--- config.mk ---
export PLATFORM = sky130hd
export DESIGN_NAME = adam_apb_initiator
export DESIGN_NICKNAME = d
export VERILOG_FILES = /design/src/rtl/adam_apb_init_pkg.sv /design/src/rtl/adam_apb_initiator.sv
export SDC_FILE = /design/constraint.sdc
export NUM_CORES = 1
export LEC_CHECK = 0
export BUFFER_PORTS_ARGS = -buffer_cell sky130_fd_sc_hd__buf_4
export CORE_ASPECT_RATIO = 1.4
export CORE_MARGIN = 2
export CORE_UTILIZATION = 45
export DETAILED_ROUTE_END_ITERATION = 10
export PLACE_DENSITY = 0.77
export SYNTH_ARGS = -nofsm -noshare
export SYNTH_HDL_FRONTEND = slang
export SYNTH_SLANG_ARGS = --single-unit
export TNS_END_PERCENT = 30
--- constraint.sdc ---
create_clock -name clk -period 2.1 [get_ports clk]
set_input_delay 0.42 -clock clk [delete_from_list [all_inputs] [get_ports clk]]
set_output_delay 0.42 -clock clk [all_outputs]
set_load 0.02 [all_outputs]
--- src/rtl/adam_apb_init_pkg.sv ---
// ============================================================================
// adam_apb_init_pkg : shared types and constants for adam_apb_initiator
// Revision: 1.0
// ============================================================================
`default_nettype none

package adam_apb_init_pkg;

  typedef enum logic [1:0] {
    IDLE   = 2'd0,
    SETUP  = 2'd1,
    ACCESS = 2'd2,
    RESP   = 2'd3
  } state_e;

  localparam logic RESP_OKAY   = 1'b0;
  localparam logic RESP_SLVERR = 1'b1;

  localparam logic [2:0] PPROT_DEFAULT = 3'b000;

endpackage

`default_nettype wire

--- src/rtl/adam_apb_initiator.sv ---
// ============================================================================
// adam_apb_initiator : valid/ready request -> single APB4 transfer -> response
// Optional ACCESS-phase timeout enabled by ADAM_APB_INIT_TIMEOUT_EN.
// Revision: 1.0
// ============================================================================
`default_nettype none

module adam_apb_initiator
  import adam_apb_init_pkg::*;
#(
  parameter int ADDR_WIDTH     = 32,
  parameter int DATA_WIDTH     = 32,
  parameter int STRB_WIDTH     = DATA_WIDTH / 8,
  parameter int TIMEOUT_CYCLES = 256
) (
  input  logic                  clk,
  input  logic                  rst_n,
  input  logic                  pause_req,
  output logic                  pause_ack,
  input  logic                  req_valid,
  output logic                  req_ready,
  input  logic [ADDR_WIDTH-1:0] req_addr,
  input  logic                  req_write,
  input  logic [DATA_WIDTH-1:0] req_wdata,
  input  logic [STRB_WIDTH-1:0] req_strb,
  output logic                  rsp_valid,
  input  logic                  rsp_ready,
  output logic [DATA_WIDTH-1:0] rsp_rdata,
  output logic                  rsp_err,
  output logic [ADDR_WIDTH-1:0] paddr,
  output logic [2:0]            pprot,
  output logic                  psel,
  output logic                  penable,
  output logic                  pwrite,
  output logic [DATA_WIDTH-1:0] pwdata,
  output logic [STRB_WIDTH-1:0] pstrb,
  input  logic                  pready,
  input  logic [DATA_WIDTH-1:0] prdata,
  input  logic                  pslverr
);

  if (((DATA_WIDTH % 8) != 0) || (TIMEOUT_CYCLES < 1)) begin : g_bad_params
    $error("adam_apb_initiator: DATA_WIDTH must be a multiple of 8 and TIMEOUT_CYCLES >= 1");
  end

  state_e state;
  logic   tmo_hit;

  // Gated by rst_n so no request can be taken while reset is held.
  assign req_ready = rst_n && (state == IDLE) && !pause_req && !pause_ack;
  assign pprot     = PPROT_DEFAULT;

`ifdef ADAM_APB_INIT_TIMEOUT_EN
  localparam int TMO_W = $clog2(TIMEOUT_CYCLES + 1);
  localparam logic [TMO_W-1:0] TMO_LIMIT = TMO_W'(TIMEOUT_CYCLES);

  logic [TMO_W-1:0] tmo_cnt;
  logic [TMO_W-1:0] tmo_next;

  assign tmo_next = tmo_cnt + 1'b1;
  assign tmo_hit  = (state == ACCESS) && !pready && (tmo_next == TMO_LIMIT);

  always_ff @(posedge clk or negedge rst_n) begin
    if (!rst_n) begin
      tmo_cnt <= '0;
    end else if (state == SETUP) begin
      tmo_cnt <= '0;
    end else if ((state == ACCESS) && !pready) begin
      tmo_cnt <= tmo_next;
    end
  end
`else
  assign tmo_hit = 1'b0;
`endif

  always_ff @(posedge clk or negedge rst_n) begin
    if (!rst_n) begin
      state     <= IDLE;
      psel      <= 1'b0;
      penable   <= 1'b0;
      pwrite    <= 1'b0;
      paddr     <= '0;
      pwdata    <= '0;
      pstrb     <= '0;
      rsp_valid <= 1'b0;
      rsp_err   <= RESP_OKAY;
      rsp_rdata <= '0;
      pause_ack <= 1'b0;
    end else begin
      // Parking only happens from IDLE, so in-flight work always drains first.
      pause_ack <= (state == IDLE) && pause_req;
      case (state)
        IDLE: begin
          if (req_valid && req_ready) begin
            state   <= SETUP;
            psel    <= 1'b1;
            penable <= 1'b0;
            paddr   <= req_addr;
            pwrite  <= req_write;
            pwdata  <= req_wdata;
            pstrb   <= req_write ? req_strb : '0;
          end
        end
        SETUP: begin
          state   <= ACCESS;
          penable <= 1'b1;
        end
        ACCESS: begin
          if (pready) begin
            state     <= RESP;
            psel      <= 1'b0;
            penable   <= 1'b0;
            rsp_valid <= 1'b1;
            rsp_err   <= pslverr ? RESP_SLVERR : RESP_OKAY;
            rsp_rdata <= pwrite ? '0 : prdata;
          end else if (tmo_hit) begin
            state     <= RESP;
            psel      <= 1'b0;
            penable   <= 1'b0;
            rsp_valid <= 1'b1;
            rsp_err   <= RESP_SLVERR;
            rsp_rdata <= '0;
          end
        end
        RESP: begin
          if (rsp_ready) begin
            state     <= IDLE;
            rsp_valid <= 1'b0;
          end
        end
        default: state <= IDLE;
      endcase
    end
  end

endmodule

`default_nettype wire

* After elaboration in Yosys (flattened, before gate mapping)
Cells that the tools add are included.
Cells by class: eq/ne operators 6, mux-type cells 15, reductions and logical operators 17
Operators with widths (number):
- $mux 32 | 1
- $reduce_and 3->1 | 4
- $pmux 2 s4 | 1
- $mux 1 | 6
- $mux 2 | 3
- $logic_and 1x1->1 | 5
- $eq 2x2->1 const B | 2
- $mux 4 | 1
- $ne 2x2->1 const B | 2
- $pmux 1 s2 | 2
- $reduce_and 2->1 | 2
- $reduce_bool 2->1 | 2
- $pmux 1 s3 | 1
- $reduce_bool 3->1 | 1
- $eq 2x1->1 const B | 1
- $logic_not 1->1 | 2
- $logic_not 2->1 | 1
- $ne 2x1->1 const B | 1
Word-level totals: bits in registers 108, input port bits 108, output and inout port bits 110, logic and storage cells 49

* Longest topological paths before layout
depth in word-level cells 7, mapped depth 7, gate-level depth less buffers 5

* Worst setup path before layout
OpenSTA, ideal clock, no wires.
path kind reg-to-reg, start reg state[0], end reg state[1], setup time 0.125 ns, data arrival time 1.447 ns, required time 1.975 ns, setup slack 0.528 ns, stages on the path, launching flop included 6, path buffers 0, clock period less this slack 1.572 ns, path through dfrtp_1 -> inv_1 -> ha_1 -> nor2b_1 -> a211oi_1 -> mux2_2
Between the ends: cells in the longest elaborated chain, start to end 7, elaborated cells on any way between the ends 13, classes of those cells eq/ne (6); mux (1); reduce/logical (6)
RTL lines:
- start: declaration | RTL line adam_apb_initiator.sv:46 | state_e state;
- start signal: assignment | RTL line adam_apb_initiator.sv:78 | state <= IDLE;
- start signal: assignment | RTL line adam_apb_initiator.sv:95 | state <= SETUP;
- start signal: assignment | RTL line adam_apb_initiator.sv:105 | state <= ACCESS;
- $logic_not 2->1 | RTL line adam_apb_initiator.sv:50, adam_apb_initiator.sv:92
- $logic_and 1x1->1 (3 in a row) | RTL line adam_apb_initiator.sv:50 | assign req_ready = rst_n && (state == IDLE) && !pause_req && !pause_ack;
- $logic_and 1x1->1 | RTL line adam_apb_initiator.sv:94 | if (req_valid && req_ready) begin
- $ne 2x1->1 (no source line)
- $reduce_and 3->1 (no source line)
Several ways; a longest one is shown, not always the timed one. A chain may end at the register's enable or synchronous reset.

* Worst setup path after layout
start in rst_n, end out req_ready
Between the ends: cells in the longest elaborated chain, start to end 3
RTL lines:
- start: declaration | RTL line adam_apb_initiator.sv:17 | input logic rst_n,
- $logic_and 1x1->1 (3 in a row) | RTL line adam_apb_initiator.sv:50
- end: declaration | RTL line adam_apb_initiator.sv:21 | output logic req_ready,
Every way passes these cells.

==> flow_metrics.env <==
export IMPL_seq_area_frac_synth_pct=61.66
export IMPL_yosysMostFrequentCell="dfrtp_1"
export IMPL_grt_pass1_wl_mm=15.81
export IMPL_crit_slowest_cell="dlygate4sd3_1"
export IMPL_min_period_over_period_pct=96.80
export IMPL_antenna_found_initial=0
export IMPL_fin_ws_ps=67.17
export IMPL_cpMostUsedCell="buf_4"
export IMPL_cts_setup_buffers=0
export IMPL_syn_area_per_cell_um2=13.16
export IMPL_drv_cap=0
export IMPL_slew_viol_final=0
export IMPL_vias_per_cell=4.842
export IMPL_fp_dieH_um=120.8
export IMPL_holdCritPathClass="primary input to register"
export IMPL_crit_fanout=17
export IMPL_max_stage_delay_ps=560
export IMPL_netlist_instances=333
export IMPL_final_nets=661
export IMPL_post_place_ws_ps=317.8
export IMPL_wl_per_cell_um=15.51
export IMPL_first_pass_iters=4
export IMPL_muxShareOfSynthArea_pct=18.61
export IMPL_synth_simple_area_share_pct=9.620
export IMPL_powerDensity_nw_per_um2=1547
export IMPL_synth_compound_gate_area_share_pct=4.710
export IMPL_final_hold_violation_count=0
export IMPL_whs_ps=285.3
export IMPL_synth_top_area_cell="dfrtp_1"
export IMPL_start_kind="primary input"
export IMPL_cts_num_sinks=108
export IMPL_post_synth_num_cell_types=25
export IMPL_io_buffers=214
export IMPL_p_leak_nw=3.283
export IMPL_relSlewSlack_pct=65.37
export IMPL_die_width_um=87.41
export IMPL_crit_type="primary input to output port"
export IMPL_final_core_util_pct=67.66
export IMPL_synthFlopType="dfrtp_1"
export IMPL_numCtsBuffers=9
export IMPL_grt_pass1_vias=3269
export IMPL_fmax_mhz=491.9
export IMPL_finalPower_mw=9.899
export IMPL_dieArea_um2=10560
export IMPL_crit_arrival_ps=1610
export IMPL_num_vias=3210
export IMPL_h_tree_depth=3
export IMPL_rows=42
export IMPL_start_util_pct=46.34
export IMPL_initialDrtViolationCount=102
export IMPL_cp_end_kind="output port"
export IMPL_drive_gt1_share_pct=43.76
export IMPL_grt_overflow=0
export IMPL_finalCriticalPeriod_ps=2033
export IMPL_grt_usage_pct=19.48
export IMPL_cts_tree="built"
export IMPL_cts_root_buf="clkbuf_16"
export IMPL_yosys_warnings=0
export IMPL_async_flop_share_pct=100.0
export IMPL_crit_chain="dlygate4sd3_1, buf_4, and3_1, buf_4"
export IMPL_synthesis_area_um2=4383
export IMPL_synth_top_cell_area_share_pct=61.66
export IMPL_synth_edf_count=0
export IMPL_drc=0
export IMPL_drt_total_wl_mm=10.28
export IMPL_setup_viol=0
export IMPL_synth_common_cells="108 x dfrtp_1, 65 x mux2_1, 39 x nand2_1, 33 x o21ai_0, 32 x nand2b_1"
export IMPL_skew_ps=8.812
export IMPL_vdd_drop_max_mv=0.7382
export IMPL_area_delta_synth_final_pct=46.02
export IMPL_pin_count=218
export IMPL_antenna_cells=0
export IMPL_grt_max_degree=96
export IMPL_clock_latency_ps=340
export IMPL_synth_fa_ha_area_share_pct=1.427
export IMPL_worst_pin_slew_ps=518.2
export IMPL_setup_tns_ps=0
export IMPL_dp_hpwl_mm=7.858
export IMPL_synth_seq_cells=108
export IMPL_coreArea_um2=9459
export IMPL_synth_xor_area_share_pct=0
export IMPL_rsz0062_at_grt="no"
export IMPL_crit_required_ps=1680
export IMPL_synth_top_family_by_area="multiplexers"
export IMPL_synth_area_top_cells="dfrtp_1 62%, mux2_1 17%, nand2b_1 4.6%"
export IMPL_gp_congestion=0.8296
export IMPL_fillers=731
export IMPL_cts_buffer_depth=2
export IMPL_outcome="complete, no violations"
export IMPL_final_antenna_net_count=0
export IMPL_clk_pin_slew_ps=70
## registers in the layout, indices dropped and copies added (netlist names)
name / cells
paddr: 32
pause_ack: 1
penable: 1
psel: 1
pstrb: 4
pwdata: 32
pwrite: 1
rsp_err: 1
rsp_rdata: 32
rsp_valid: 1
state: 2
## kinds of logic (layout without fill, tap and decap cells)
group	Yosys count	after routing
compound gates	38	38
simple gates	80	80
fa+ha+maj	5	5
mux	73	73
flops	108	108
buf+inv	28	246
other cells	1	3
## final timing paths
path | cells after the start | from | slack (ps) | to
max | 4 | rst_n | 70 | req_ready
min | 2 | req_wdata[23] | 290 | pwdata[23]
max reg2reg | 5 | state[1] | 360 | pwdata[15]
min reg2reg | 2 | rsp_rdata[17] | 480 | rsp_rdata[17]
max in group asynchronous | 3 | rst_n | 810 | paddr[31]
min in group asynchronous | 2 | rst_n | 540 | pwdata[7]
## final cells by class
| type | instances | area (um2) | share of cell area, % |
|---|---|---|---|
| flip-flops and latches | 108 | 2703 | 42.23 |
| repair buffers | 222 | 1707 | 26.67 |
| multi-input cells | 199 | 1528 | 23.87 |
| clock buffers | 11 | 232.7 | 3.636 |
| well taps | 110 | 137.6 | 2.151 |
| clock inverters | 5 | 62.56 | 0.9775 |
| inverters | 8 | 30.03 | 0.4692 |
## metal layers
| layer | wire length [um] | track usage (%) | vias to the layer above |
|---|---|---|---|
| met4 | 158 | 6.250 | 0 |
| met3 | 781 | 6.007 | 10 |
| li1 | - | - | 1541 |
| met1 | 3748 | 21.98 | 1537 |
| met5 | 0 | 0 | - |
| met2 | 5594 | 34.47 | 122 |
## through the flow
stage                     instance area (um2)  std cells
final                                    6400        663
after global routing                     6400        663
after CTS                                6390        663
after detailed placement                 6085        646
after global placement                   6085        646
after floorplan                          4390        335
## layout by cell type, fill, tap and decap left out, drive strengths merged, types with 3 or more instances in the layout
master and instances:
buf 221, dfrtp 108, mux2 68, nand2 39
o21ai 33, nand2b 32, clkbuf 11, inv 8
mux2i 5, ha 5, conb 3
## power by group
group	internal [mW]	switching, mW
sequential	3.09	0.578
combinational	2.14	2.42
clock	0.930	0.734
## worst max-delay path, delay by kind of cell
kind / cells / cell delay, ps
and+or+nand+nor: 1 / 200
buffers and inverters: 3 / 980
## repair_timing
action	CTS	global route
endpoints found under the hold margin	13	0
gates resized for setup	0	2
hold buffers	1	0
endpoints found under the setup margin	0	1
Power figures use the tool's default switching activity.
